$ cat config.mk
export PLATFORM = sky130hd
export DESIGN_NAME = frame_read_sequencer_flat
export DESIGN_NICKNAME = d
export VERILOG_FILES = /design/src/rtl/frame_read_sequencer_pkg.sv /design/src/rtl/frame_read_sequencer_if.sv /design/src/rtl/frame_read_sequencer_rd_lat_pipe.sv /design/src/rtl/frame_read_sequencer.sv /design/src/flat_wrapper.sv
export SDC_FILE = /design/constraint.sdc
export NUM_CORES = 1
export LEC_CHECK = 0
export CORE_MARGIN = 1.5
export CORE_UTILIZATION = 38
export CTS_BUF_LIST = sky130_fd_sc_hd__clkbuf_4 sky130_fd_sc_hd__clkbuf_8
export DETAILED_ROUTE_END_ITERATION = 16
export GPL_TIMING_DRIVEN = 0
export SLEW_MARGIN = 5
export SYNTH_ARGS = -nofsm -noshare
export SYNTH_HDL_FRONTEND = slang
export SYNTH_HIERARCHICAL = 1
export SYNTH_SLANG_ARGS = --single-unit
$ cat constraint.sdc
create_clock -name clk_in_100 -period 6 [get_ports clk_in_100]
set_clock_uncertainty 0.15 [all_clocks]
set_input_delay 0.6 -clock clk_in_100 [delete_from_list [all_inputs] [get_ports clk_in_100]]
set_output_delay 0.6 -clock clk_in_100 [all_outputs]
set_load 0.1 [all_outputs]
$ cat src/rtl/frame_read_sequencer_pkg.sv
`default_nettype none
// ----------------------------------------------------------------------------
// frame_seq_pkg: shared state type, default geometry and drop-counter limit.
// Rev 1.0
// ----------------------------------------------------------------------------
package frame_seq_pkg;

  localparam int F_SIZE_DEF     = 307200;
  localparam int ADDR_FRAME_DEF = 19;
  localparam int DATA_WIDTH_DEF = 8;

  localparam logic [7:0] DROP_SAT = 8'd255;

  typedef enum logic [2:0] {
    IDLE  = 3'd0,
    READ  = 3'd1,
    DRAIN = 3'd2,
    DONE  = 3'd3,
    ABORT = 3'd4
  } seq_state_t;

  function automatic logic [7:0] sat_inc8(input logic [7:0] value);
    return (value == DROP_SAT) ? value : value + 8'd1;
  endfunction

endpackage
`default_nettype wire

$ cat src/rtl/frame_read_sequencer_if.sv
`default_nettype none
// ----------------------------------------------------------------------------
// frame_read_sequencer_if: BRAM, maxpool, quantize and CNN-side signals.
// Rev 1.0
// ----------------------------------------------------------------------------
interface frame_read_sequencer_if
  import frame_seq_pkg::*;
#(
  parameter int ADDR_FRAME = ADDR_FRAME_DEF,
  parameter int DATA_WIDTH = DATA_WIDTH_DEF
);

  logic                  run_i;
  logic                  swap_c_i;
  logic [3:0]            image_num_c_i;
  logic [DATA_WIDTH-1:0] dout_c_i;
  logic [ADDR_FRAME-1:0] addr_c_o;
  logic                  pix_valid_o;
  logic [DATA_WIDTH-1:0] pix_o;
  logic                  pipe_srst_o;
  logic                  q_frame_last_i;
  logic                  cnn_ready_i;
  logic                  frame_rdy_o;
  logic [3:0]            frame_img_o;
  logic                  busy_o;
  logic [7:0]            drop_cnt_o;
  logic                  err_timeout_o;

  modport master (
    input  run_i, swap_c_i, image_num_c_i, dout_c_i, q_frame_last_i, cnn_ready_i,
    output addr_c_o, pix_valid_o, pix_o, pipe_srst_o, frame_rdy_o, frame_img_o,
           busy_o, drop_cnt_o, err_timeout_o
  );

  modport slave (
    output run_i, swap_c_i, image_num_c_i, dout_c_i, q_frame_last_i, cnn_ready_i,
    input  addr_c_o, pix_valid_o, pix_o, pipe_srst_o, frame_rdy_o, frame_img_o,
           busy_o, drop_cnt_o, err_timeout_o
  );

endinterface
`default_nettype wire

$ cat src/rtl/frame_read_sequencer_rd_lat_pipe.sv
`default_nettype none
// ----------------------------------------------------------------------------
// rd_lat_pipe: valid shift register aligning pixel strobes with BRAM data.
// Rev 1.0
// ----------------------------------------------------------------------------
module rd_lat_pipe #(
  parameter int DEPTH = 2
) (
  input  logic clk_in_100,
  input  logic arst_n,
  input  logic flush,
  input  logic in_valid,
  output logic data_en,
  output logic out_valid,
  output logic busy
);

  logic [DEPTH-1:0] stages;

  always_ff @(posedge clk_in_100 or negedge arst_n) begin
    if (!arst_n) begin
      stages <= '0;
    end else if (flush) begin
      stages <= '0;
    end else begin
      stages <= {stages[DEPTH-2:0], in_valid};
    end
  end

  // Next-to-last stage marks the cycle the BRAM presents the matching data.
  assign data_en   = stages[DEPTH-2];
  assign out_valid = stages[DEPTH-1];
  assign busy      = |stages;

endmodule
`default_nettype wire

$ cat src/rtl/frame_read_sequencer.sv
`default_nettype none
// ----------------------------------------------------------------------------
// frame_read_sequencer: streams each frozen BRAM frame into maxpool and
// signals the CNN once quantize reports end of frame. Rev 1.0
// ----------------------------------------------------------------------------
module frame_read_sequencer
  import frame_seq_pkg::*;
#(
  parameter int F_SIZE        = F_SIZE_DEF,
  parameter int ADDR_FRAME    = ADDR_FRAME_DEF,
  parameter int DATA_WIDTH    = DATA_WIDTH_DEF,
  parameter int READ_LAT      = 1,
  parameter int DRAIN_TIMEOUT = 4096
) (
  input  logic                   clk_in_100,
  input  logic                   arst_n,
  frame_read_sequencer_if.master bus
);

  localparam int                    WD_W      = $clog2(DRAIN_TIMEOUT + 1);
  localparam logic [ADDR_FRAME-1:0] LAST_ADDR = ADDR_FRAME'(F_SIZE - 1);
  localparam logic [WD_W-1:0]       WD_LAST   = WD_W'(DRAIN_TIMEOUT - 1);

  seq_state_t            state;
  logic                  swap_q;
  logic [ADDR_FRAME-1:0] addr;
  logic [WD_W-1:0]       wd_cnt;
  logic                  abort_cnt;
  logic [3:0]            frame_img;
  logic                  frame_rdy;
  logic                  busy;
  logic [7:0]            drop_cnt;
  logic                  err_timeout;
  logic                  pipe_srst;
  logic [DATA_WIDTH-1:0] pix;

  logic swap_rise;
  logic in_frame;
  logic drain_done;
  logic timeout_hit;
  logic abort_req;
  logic drop_evt;
  logic issue;
  logic flush;
  logic pix_load;
  logic pix_valid;
  logic pipe_busy;

  assign swap_rise   = bus.swap_c_i & ~swap_q;
  assign in_frame    = (state == READ) || (state == DRAIN);
  assign drain_done  = bus.q_frame_last_i && !pipe_busy;
  assign timeout_hit = (state == DRAIN) && bus.run_i && !drain_done && (wd_cnt == WD_LAST);
  assign abort_req   = (in_frame && !bus.run_i) || timeout_hit;
  assign drop_evt    = swap_rise &&
                       (in_frame || ((state == IDLE) && bus.run_i && !bus.cnn_ready_i));
  assign issue       = (state == READ);
  // Flushing on the abort decision itself kills pix_valid on the same edge.
  assign flush       = abort_req || (state == ABORT);

  rd_lat_pipe #(
    .DEPTH (READ_LAT + 1)
  ) u_rd_lat_pipe (
    .clk_in_100 (clk_in_100),
    .arst_n     (arst_n),
    .flush      (flush),
    .in_valid   (issue),
    .data_en    (pix_load),
    .out_valid  (pix_valid),
    .busy       (pipe_busy)
  );

  always_ff @(posedge clk_in_100 or negedge arst_n) begin
    if (!arst_n) begin
      state       <= IDLE;
      swap_q      <= 1'b0;
      addr        <= '0;
      wd_cnt      <= '0;
      abort_cnt   <= 1'b0;
      frame_img   <= 4'd0;
      frame_rdy   <= 1'b0;
      busy        <= 1'b0;
      drop_cnt    <= 8'd0;
      err_timeout <= 1'b0;
      pipe_srst   <= 1'b1;
    end else begin
      frame_rdy <= 1'b0;
      pipe_srst <= 1'b0;
      // A rise seen in DONE/ABORT stays pending so IDLE evaluates it next.
      if (!(swap_rise && ((state == DONE) || (state == ABORT)))) begin
        swap_q <= bus.swap_c_i;
      end
      if (drop_evt) begin
        drop_cnt <= sat_inc8(drop_cnt);
      end
      case (state)
        IDLE: begin
          if (swap_rise && bus.run_i && bus.cnn_ready_i) begin
            state     <= READ;
            addr      <= '0;
            frame_img <= bus.image_num_c_i;
            busy      <= 1'b1;
          end
        end
        READ: begin
          if (abort_req) begin
            state     <= ABORT;
            abort_cnt <= 1'b0;
            pipe_srst <= 1'b1;
          end else if (addr == LAST_ADDR) begin
            state  <= DRAIN;
            wd_cnt <= '0;
          end else begin
            addr <= addr + ADDR_FRAME'(1);
          end
        end
        DRAIN: begin
          if (abort_req) begin
            state     <= ABORT;
            abort_cnt <= 1'b0;
            pipe_srst <= 1'b1;
            if (timeout_hit) begin
              err_timeout <= 1'b1;
            end
          end else if (drain_done) begin
            state     <= DONE;
            frame_rdy <= 1'b1;
          end else begin
            wd_cnt <= wd_cnt + WD_W'(1);
          end
        end
        DONE: begin
          state <= IDLE;
          busy  <= 1'b0;
        end
        ABORT: begin
          if (abort_cnt) begin
            state <= IDLE;
            busy  <= 1'b0;
          end else begin
            abort_cnt <= 1'b1;
            pipe_srst <= 1'b1;
          end
        end
        default: begin
          state <= IDLE;
          busy  <= 1'b0;
        end
      endcase
    end
  end

  always_ff @(posedge clk_in_100 or negedge arst_n) begin
    if (!arst_n) begin
      pix <= '0;
    end else if (pix_load) begin
      pix <= bus.dout_c_i;
    end
  end

  assign bus.addr_c_o      = addr;
  assign bus.pix_valid_o   = pix_valid;
  assign bus.pix_o         = pix;
  assign bus.pipe_srst_o   = pipe_srst;
  assign bus.frame_rdy_o   = frame_rdy;
  assign bus.frame_img_o   = frame_img;
  assign bus.busy_o        = busy;
  assign bus.drop_cnt_o    = drop_cnt;
  assign bus.err_timeout_o = err_timeout;

endmodule
`default_nettype wire

$ cat src/flat_wrapper.sv
// flat-port wrapper written by rule: the top's interface ports become plain ports
module frame_read_sequencer_flat import frame_seq_pkg::*;
#(
  parameter int F_SIZE        = F_SIZE_DEF,
  parameter int ADDR_FRAME    = ADDR_FRAME_DEF,
  parameter int DATA_WIDTH    = DATA_WIDTH_DEF,
  parameter int READ_LAT      = 1,
  parameter int DRAIN_TIMEOUT = 4096
)
  (clk_in_100, arst_n, bus_run_i, bus_swap_c_i, bus_image_num_c_i, bus_dout_c_i, bus_q_frame_last_i, bus_cnn_ready_i, bus_addr_c_o, bus_pix_valid_o, bus_pix_o, bus_pipe_srst_o, bus_frame_rdy_o, bus_frame_img_o, bus_busy_o, bus_drop_cnt_o, bus_err_timeout_o);
  frame_read_sequencer_if #(.ADDR_FRAME(ADDR_FRAME), .DATA_WIDTH(DATA_WIDTH)) bus_i ();
  input  logic clk_in_100;
  input  logic arst_n;
  input wire logic [$bits(bus_i.run_i)-1:0] bus_run_i;
  input wire logic [$bits(bus_i.swap_c_i)-1:0] bus_swap_c_i;
  input wire logic [$bits(bus_i.image_num_c_i)-1:0] bus_image_num_c_i;
  input wire logic [$bits(bus_i.dout_c_i)-1:0] bus_dout_c_i;
  input wire logic [$bits(bus_i.q_frame_last_i)-1:0] bus_q_frame_last_i;
  input wire logic [$bits(bus_i.cnn_ready_i)-1:0] bus_cnn_ready_i;
  output wire logic [$bits(bus_i.addr_c_o)-1:0] bus_addr_c_o;
  output wire logic [$bits(bus_i.pix_valid_o)-1:0] bus_pix_valid_o;
  output wire logic [$bits(bus_i.pix_o)-1:0] bus_pix_o;
  output wire logic [$bits(bus_i.pipe_srst_o)-1:0] bus_pipe_srst_o;
  output wire logic [$bits(bus_i.frame_rdy_o)-1:0] bus_frame_rdy_o;
  output wire logic [$bits(bus_i.frame_img_o)-1:0] bus_frame_img_o;
  output wire logic [$bits(bus_i.busy_o)-1:0] bus_busy_o;
  output wire logic [$bits(bus_i.drop_cnt_o)-1:0] bus_drop_cnt_o;
  output wire logic [$bits(bus_i.err_timeout_o)-1:0] bus_err_timeout_o;
  assign bus_i.run_i = bus_run_i;
  assign bus_i.swap_c_i = bus_swap_c_i;
  assign bus_i.image_num_c_i = bus_image_num_c_i;
  assign bus_i.dout_c_i = bus_dout_c_i;
  assign bus_i.q_frame_last_i = bus_q_frame_last_i;
  assign bus_i.cnn_ready_i = bus_cnn_ready_i;
  assign bus_addr_c_o = bus_i.addr_c_o;
  assign bus_pix_valid_o = bus_i.pix_valid_o;
  assign bus_pix_o = bus_i.pix_o;
  assign bus_pipe_srst_o = bus_i.pipe_srst_o;
  assign bus_frame_rdy_o = bus_i.frame_rdy_o;
  assign bus_frame_img_o = bus_i.frame_img_o;
  assign bus_busy_o = bus_i.busy_o;
  assign bus_drop_cnt_o = bus_i.drop_cnt_o;
  assign bus_err_timeout_o = bus_i.err_timeout_o;
  frame_read_sequencer #(.F_SIZE(F_SIZE), .ADDR_FRAME(ADDR_FRAME), .DATA_WIDTH(DATA_WIDTH), .READ_LAT(READ_LAT), .DRAIN_TIMEOUT(DRAIN_TIMEOUT)) u_core (.clk_in_100(clk_in_100), .arst_n(arst_n), .bus(bus_i));
endmodule
# Yosys cells after proc, flatten, opt, wreduce, memory -nomap -nowiden
# Index checks and enable logic that the tools add are counted.
[totals]
ff_bits = 63
romBits = 0
mem_count = 0
ramBits = 0
latchBits = 0
elab_cells = 99
in_bits = 18
[op_classes]
bitwise_logic = 4
n_div = 0
n_lt_le_gt_ge = 0
reduce_logical = 34
mux = 28
shift = 0
n_eq_ne = 17
addsub = 3
n_mul = 0
[op_table]
columns = ["cell", "count"]
rows = [
  ["19-bit two-way mux", 3],
  ["13-bit two-way mux", 4],
  ["19-bit case mux with 2 select lines", 1],
  ["13-bit case mux with 2 select lines", 1],
  ["19-bit by 1-bit adder with 19-bit output, second input constant", 1],
  ["19-bit equality test, second input constant", 1],
  ["3-bit two-way mux", 6],
  ["13-bit by 1-bit adder with 13-bit output, second input constant", 1],
  ["13-bit by 12-bit equality test with 1-bit output, second input constant", 1],
  ["3-bit case mux with 4 select lines", 1],
  ["1-bit logical AND", 11],
  ["2-bit != test, second input constant", 5],
  ["8-bit by 1-bit adder with 8-bit output, second input constant", 1],
  ["8-bit equality test, second input constant", 1],
  ["1-bit two-way mux", 8],
  ["4-bit AND reduction", 2],
  ["3-bit by 2-bit equality test with 1-bit output, second input constant", 2],
  ["2-bit by 1-bit != test with 1-bit output, second input constant", 3],
  ["3-bit by 1-bit != test with 1-bit output, second input constant", 2],
  ["2-bit AND reduction", 3],
  ["3-bit AND reduction", 2],
  ["2-bit nonzero test", 3],
  ["1-bit logical OR", 5],
  ["5-bit AND reduction", 1],
  ["10 further kinds", 17],
]

# Logic depth before layout (Yosys ltp)
# Gate-level depths: netlist of the first run.
[logic_depth]
ltp_word = 9
depth_mapped = 8
ltp_nobuf = 6

# Hierarchy
# The synthesis of the first run kept the hierarchy.
[by_module_without_submodules]
columns = ["mod", "cells_each", "area_per_inst_um2", "n_inst"]
rows = [
  ["frame_read_sequencer", 299, 3300.7, 1],
  ["rd_lat_pipe", 5, 72.6, 1],
]

# Worst setup path after synthesis of the first run
# Ideal clock, no wire load.
[synth_timing]
path_type = "reg2reg"
startpoint = "reg u_core.addr[0] (netlist: u_core/bus.addr_c_o[0])"
endpoint = "reg u_core.addr[16] (netlist: u_core/bus.addr_c_o[16])"
path_slack_ps = 3233
required_ps = 5678
stages_incl_launch_ff = 9
t_arrival_ps = 2445
cell_sequence = "dfrtp_1 -> ha_1 -> and3_1 -> buf_4 -> nand2_4 -> o31a_1 -> buf_2 -> a31oi_1 -> a31oi_4"
[synth_via]
elab_chain_len = 4
elab_cells_between_ends = 7
classes_between = "add/sub: 1; eq/ne: 2; mux: 3; reduce/logical: 1"
[synth_rtl]
columns = ["element", "line_no", "source"]
rows = [
  ["start, declared", "frame_read_sequencer.sv:26", "logic [ADDR_FRAME-1:0] addr;"],
  ["start signal, assigned", "frame_read_sequencer.sv:113", "addr <= addr + ADDR_FRAME'(1);"],
  ["19-bit by 1-bit adder with 19-bit output", "frame_read_sequencer.sv:113", ""],
  ["19-bit two-way mux", "frame_read_sequencer.sv:109", "end else if (addr == LAST_ADDR) begin"],
  ["19-bit two-way mux", "frame_read_sequencer.sv:105", "if (abort_req) begin"],
  ["19-bit case mux with 2 select lines", "frame_read_sequencer.sv:95", "case (state)"],
]
# Several ways; a longest one is shown, not always the timed one. The select of a mux whose other input is x is not followed.
# A chain may end at the register's enable or synchronous reset.

# Final worst setup path of the first run
[layout_timing]
startpoint = "reg u_core.addr[11] (netlist: u_core/bus.addr_c_o[11])"
endpoint = "out bus_addr_c_o[11]"
[layout_lines]
columns = ["element", "line_no", "source"]
rows = [
  ["end, declared", "flat_wrapper.sv:20", "output wire logic [$bits(bus_i.addr_c_o)-1:0] bus_addr_c_o;"],
]
# No word-level cell between the ends.

==> impl_metrics.json, run 1 <==
{
  "status": "completed",
  "vias": 2728,
  "cts_sinks": 63,
  "cp_data_required_time_ps": 5250,
  "powerDensity_mw_per_mm2": 521,
  "critical_path_depth": 1,
  "syn_to_final_growth_pct": 28.3,
  "period_minus_slack_ps": 2810,
  "power.share.switching_pct": 52.0,
  "arrival_ps": 2060,
  "place_hpwl_mm": 5.33,
  "core_area_mm2": 0.00868,
  "synth-compound-area-share_pct": 21.0,
  "cts_setup_buffers": 0,
  "cp-end-kind": "output port",
  "leakage_nw": 1.79,
  "cts_tree": "yes",
  "synth-async-reset-ratio_pct": 100,
  "grt_usage_pct": 17.4,
  "layout_common_cells": "dfrtp_1 (62), clkdlybuf4s50_1 (60), nand2_1 (26)",
  "finalCritPeriodShare_pct": 46.9,
  "intPower_w": 0.00108,
  "fp.dieW_um": 97.2,
  "path_class": "reg -> out",
  "reg2regPathDepth": 7,
  "drc": 0,
  "grt-ovfl-total": 0,
  "worstHoldPathType": "in -> async",
  "path_clk_slew_ps": 70,
  "antenna_cells": 0,
  "synth.net_count": 325,
  "viasPerCell": 5.58,
  "ctsHoldBuffers": 0,
  "routabilityCongestion": 0.770,
  "layout.nets": 397,
  "firstDrtPassIters": 5,
  "max_freq_ghz": 0.356,
  "setup_viol": 0,
  "mostFrequentLayoutCell": "dfrtp_1",
  "p_switching_w": 0.00117,
  "synth_top_family_by_area": "compound AO/OA/AOI/OAI gates",
  "clockPowerShare_pct": 17.2,
  "post_cts_resized": 0,
  "p_seq_share_pct": 27.8,
  "comb_power_share_pct": 55.0,
  "cts_buffers": 9,
  "ant_nets": 0,
  "yosys_warnings": 6,
  "ir_drop_v": 0.000344,
  "io_pins": 62,
  "synth_seq_cells": 63,
  "fp.dieH_um": 97.2,
  "synth_enable_flop_cells": 0,
  "clk_latency_ps": 340,
  "synthSimpleGateAreaFrac_pct": 20.2,
  "report.final.slew_viol_count": 0,
  "drive_above_1_share_pct": 17.3,
  "cp_max_fo": 7,
  "wl_mm": 7.83,
  "slew_headroom_pct": 34.0,
  "critPathTopFamily": "buffers and inverters",
  "yosys_most_used_dff": "dfrtp_1",
  "htree_levels": 3,
  "grt_pass1_vias": 2734,
  "cts_root_buf": "clkbuf_8",
  "cp_cell_sequence": "clkdlybuf4s50_1",
  "seq_area_frac_synth_pct": 46.8,
  "cts_buffer_depth": 2,
  "synthMuxAreaShare_pct": 5.30,
  "synthesis.area_mm2": 0.00337,
  "crit_slowest_cell": "clkdlybuf4s50_1",
  "grt_setup_unrepaired": "false",
  "critPathMaxStageDelay_ps": 1200,
  "synth.avg_cell_area_um2": 11.1,
  "start_kind": "register",
  "total_power_w": 0.00225,
  "initial_core_util_pct": 38.9,
  "maxCapViolations": 0,
  "dieArea_mm2": 0.00945,
  "grt_first_pass_wirelength_mm": 13.3,
  "wire_per_inst_um": 16.0,
  "hold_violations": 0,
  "cp_num_buf_inv": 1,
  "antenna_found_initial": 0,
  "worstMarginPinSlew_ps": 987,
  "drtIter0Drc": 118,
  "synth_xor_area_share_pct": 2.08,
  "tns_ps": 0,
  "num_rows": 34,
  "portBuffers": 61,
  "grt_max_degree": 64,
  "syn_inst": 304,
  "synthAdderAreaFrac_pct": 1.11,
  "yosysUniqueCellTypes": 65
}
cells by family (layout without fill, tap and decap cells):
family          Yosys count  count (layout)
xor+xnor                  8               8
fa+ha+maj                 3               3
flops                    63              63
buf+inv                  19              96
compound gates           81              81
mux                      15              15
simple gates            115             115
power groups by stage:
stage	logic, W	clock network (W)	registers, W
4_1_cts	0.00125	0.000402	0.000627
6_report	0.00124	0.000389	0.000626
5_1_grt	0.00129	0.000423	0.000644
2_1_floorplan	0.000311	0	0.00127
3_3_place_gp	0.00124	0	0.000631
3_5_place_dp	0.00125	0	0.000633
state kept, by name (all words and copies together), names as in the netlist:
register	cells
u_core/bus.pix_o	8
u_core/bus.addr_c_o	19
u_core/bus.drop_cnt_o	8
u_core/swap_q	1
u_core/state	3
u_core/bus.pipe_srst_o	1
u_core/u_rd_lat_pipe/stages	2
u_core/wd_cnt	13
u_core/bus.busy_o	1
u_core/abort_cnt	1
u_core/bus.frame_rdy_o	1
u_core/bus.err_timeout_o	1
u_core/bus.frame_img_o	4
Yosys cell counts (3+ instances only):
cell type | n | area [µm²]
nor2_1 | 13 | 48.8
ha_1 | 3 | 37.5
and2_1 | 3 | 18.8
xnor2_1 | 7 | 61.3
o21a_1 | 3 | 22.5
a31oi_1 | 22 | 138
nand4_1 | 10 | 62.6
nor2b_1 | 5 | 31.3
dfrtp_1 | 62 | 1550
a21oi_1 | 10 | 50.1
or3_1 | 3 | 18.8
a31oi_4 | 6 | 128
inv_1 | 8 | 30.0
nand3_1 | 11 | 55.1
nor3_1 | 6 | 30.0
buf_6 | 3 | 33.8
mux2_2 | 13 | 146
o31a_1 | 3 | 26.3
a41oi_1 | 3 | 26.3
clkbuf_1 | 3 | 11.3
o21ai_0 | 9 | 45.0
nand2b_1 | 7 | 43.8
and3_1 | 10 | 62.6
nand2_1 | 26 | 97.6
area by class of cell:
class                           count  area [µm²]
Fill cell                         834        4350
Multi-Input combinational cell    222        1680
Sequential cell                    63        1580
Timing Repair Buffer               61         608
Clock buffer                       13         173
Tap cell                          108         135
Buffer                             11        90.1
Clock inverter                      3        40.0
Inverter                            8        30.0
worst paths after layout:
kind | startpoint | endpoint | slack [ps]
setup / recovery | u_core/bus.addr_c_o[11] | bus_addr_c_o[11] | 3190
max in group asynchronous | arst_n | u_core/bus.addr_c_o[16] | 4980
hold reg to reg | u_core/bus.err_timeout_o | u_core/bus.err_timeout_o | 320
min in group clk_in_100 | u_core/bus.err_timeout_o | u_core/bus.err_timeout_o | 320
hold / removal | arst_n | u_core/bus.pix_o[6] | 200
setup reg to reg | u_core/u_rd_lat_pipe/stages[0] | u_core/bus.addr_c_o[11] | 3550
stage by stage:
step           hold WS [ps]  worst slack, ps  std cells  cell area [µm²]  utilization (%)
3_3_place_gp            311             1940        473             4120             47.5
2_1_floorplan           154             3230        304             3370                -
6_report                196             3190        489             4330             49.9
4_1_cts                 220             3170        489             4330             49.9
5_1_grt                 260             3120        489             4330             49.9
3_5_place_dp            318             3060        473             4120             47.4
metal layers:
layer,vias to the layer above,part of all wire [%],global-route usage (%)
met5,-,0,0
met4,0,1.4,5.82
met3,12,5.6,5.04
met2,87,47,27.6
met1,1341,46,22.8
li1,1288,-,-
No activity file was read; power rests on OpenSTA's default activity.
==> run 2: changes to the inputs <==
==> constraint.sdc (replaced) <==
create_clock -name clk_in_100 -period 2.7 [get_ports clk_in_100]
set_clock_uncertainty 0.15 [all_clocks]
set_input_delay 0.27 -clock clk_in_100 [delete_from_list [all_inputs] [get_ports clk_in_100]]
set_output_delay 0.27 -clock clk_in_100 [all_outputs]
set_load 0.1 [all_outputs]
==> impl_metrics.json, run 2 (synthesized netlist as in run 1, its figures left out) <==
{
  "status": "completed",
  "crit_slowest_cell": "clkdlybuf4s50_1",
  "syn_to_final_growth_pct": 27.3,
  "reg2reg_slack_ps": 270,
  "holdPathEnd": "u_core/bus.err_timeout_o",
  "cp-end-kind": "output port",
  "cp_num_buf_inv": 1,
  "cp_data_required_time_ps": 2280,
  "largest_reg_flops": 19,
  "cts_sinks": 63,
  "io_pins": 62,
  "post_cts_resized": 0,
  "period_minus_slack_ps": 2500,
  "cts_buffer_depth": 2,
  "htree_levels": 3,
  "firstDrtPassIters": 4,
  "dieArea_mm2": 0.00945,
  "cts_tree": "yes",
  "layout_common_cells": "clkdlybuf4s50_1 (60), dfrtp_1 (60), nand2_1 (26)",
  "report.final.slew_viol_count": 0,
  "dp_slack_ps": 112,
  "placedCellCount": 473,
  "tns_ps": 0,
  "wire_per_inst_um": 16.1,
  "layout.nets": 398,
  "routabilityCongestion": 0.810,
  "cp_max_fo": 7,
  "cp_cell_sequence": "clkdlybuf4s50_1",
  "hold_violations": 0,
  "fp.dieW_um": 97.2,
  "grt_first_pass_wirelength_mm": 13.1,
  "worstMarginPinSlew_ps": 996,
  "drive_above_1_share_pct": 17.8,
  "path_clk_slew_ps": 70,
  "fillers": 820,
  "leakage_nw": 1.77,
  "critPathTopFamily": "buffers and inverters",
  "cts_setup_buffers": 0,
  "worst_slack_ps": 204,
  "grt_pass1_vias": 2608,
  "portBuffers": 61,
  "ant_nets": 0,
  "vias": 2662,
  "grt-ovfl-total": 0,
  "core_area_mm2": 0.00868,
  "ir_drop_v": 0.000879,
  "fp.dieH_um": 97.2,
  "drc": 0,
  "arrival_ps": 2080,
  "initial_core_util_pct": 38.9,
  "num_rows": 34,
  "place_hpwl_mm": 5.24,
  "path_class": "reg -> out",
  "grt_max_degree": 64,
  "start_kind": "register",
  "worstHoldPathType": "reg -> reg",
  "finalCritPeriodShare_pct": 92.5,
  "hold_depth": 1,
  "reg2regPathDepth": 7,
  "min-delay-start": "u_core/bus.err_timeout_o",
  "max_freq_ghz": 0.401,
  "cts_buffers": 9,
  "viasPerCell": 5.43,
  "grt_usage_pct": 17.0,
  "clk_latency_ps": 340,
  "r2r-end": "u_core/bus.addr_c_o[16]",
  "antenna_found_initial": 0,
  "stdcell_count": 490,
  "drtIter0Drc": 106,
  "critPathMaxStageDelay_ps": 1210,
  "setup_viol": 0,
  "cts_root_buf": "clkbuf_8",
  "maxCapViolations": 0,
  "wl_mm": 7.88,
  "powerDensity_mw_per_mm2": 1130,
  "antenna_cells": 0,
  "slew_headroom_pct": 33.4,
  "grt_setup_unrepaired": "false",
  "r2r_start": "u_core/u_rd_lat_pipe/stages[0]"
}
## run 2: layout make-up
| cell class | instances | area, µm² | area share, % |
|---|---|---|---|
| clock inverters | 5 | 25.0 | 0.583 |
| repair buffers | 62 | 618 | 14.4 |
| flip-flops and latches | 63 | 1580 | 36.8 |
| multi-input cells | 222 | 1680 | 39.0 |
| plain buffers | 11 | 90.1 | 2.10 |
| clock buffers | 11 | 139 | 3.24 |
| well taps | 108 | 135 | 3.15 |
| inverters | 8 | 30.0 | 0.700 |
## run 2: what timing repair did
item	in CTS	in global routing
setup endpoints to repair	0	0
endpoints found under the hold margin	62	0
hold buffers	1	0
## run 2: per-stage QoR
stage	cell area [µm²]	util (%)	total power (W)	hold slack, ps
after floorplan	3380	-	0.00352	-176
after global placement	4120	47.5	0.00416	311
after detailed placement	4120	47.5	0.00418	265
after CTS	4290	49.5	0.00492	334
after global routing	4290	49.5	0.00509	352
final	4290	49.5	0.00487	324
## run 2: power by group
part	switching (W)	internal [W]	total (W)
Sequential	0.000219	0.00118	0.00140
Combinational	0.00204	0.000722	0.00276
Clock	0.000370	0.000346	0.000716
Total	0.00263	0.00224	0.00487
## run 2: how the worst max path moves through the flow
| stage | startpoint | end | slack [ps] | cells past startpoint |
|---|---|---|---|---|
| CTS | u_core/bus.addr_c_o[11] | bus_addr_c_o[11] | 200 | 1 |
| global route | u_core/bus.addr_c_o[11] | bus_addr_c_o[11] | 160 | 1 |
| detailed placement | bus_q_frame_last_i | u_core/bus.addr_c_o[16] | 110 | 7 |
| floorplan | u_core/u_rd_lat_pipe/stages[1] | u_core/bus.addr_c_o[16] | 70 | 7 |
| global placement | arst_n | u_core/bus.addr_c_o[0] | -1250 | 1 |
| finish | u_core/bus.addr_c_o[11] | bus_addr_c_o[11] | 200 | 1 |
## run 2: metal layers
| metal | wire, µm | vias to the layer above | GRT usage [%] |
|---|---|---|---|
| met5 | 0 | - | 0 |
| met4 | 99 | 0 | 4.73 |
| met3 | 351 | 8 | 4.96 |
| met2 | 3670 | 57 | 27.4 |
| met1 | 3760 | 1307 | 22.4 |
| li1 | - | 1290 | - |
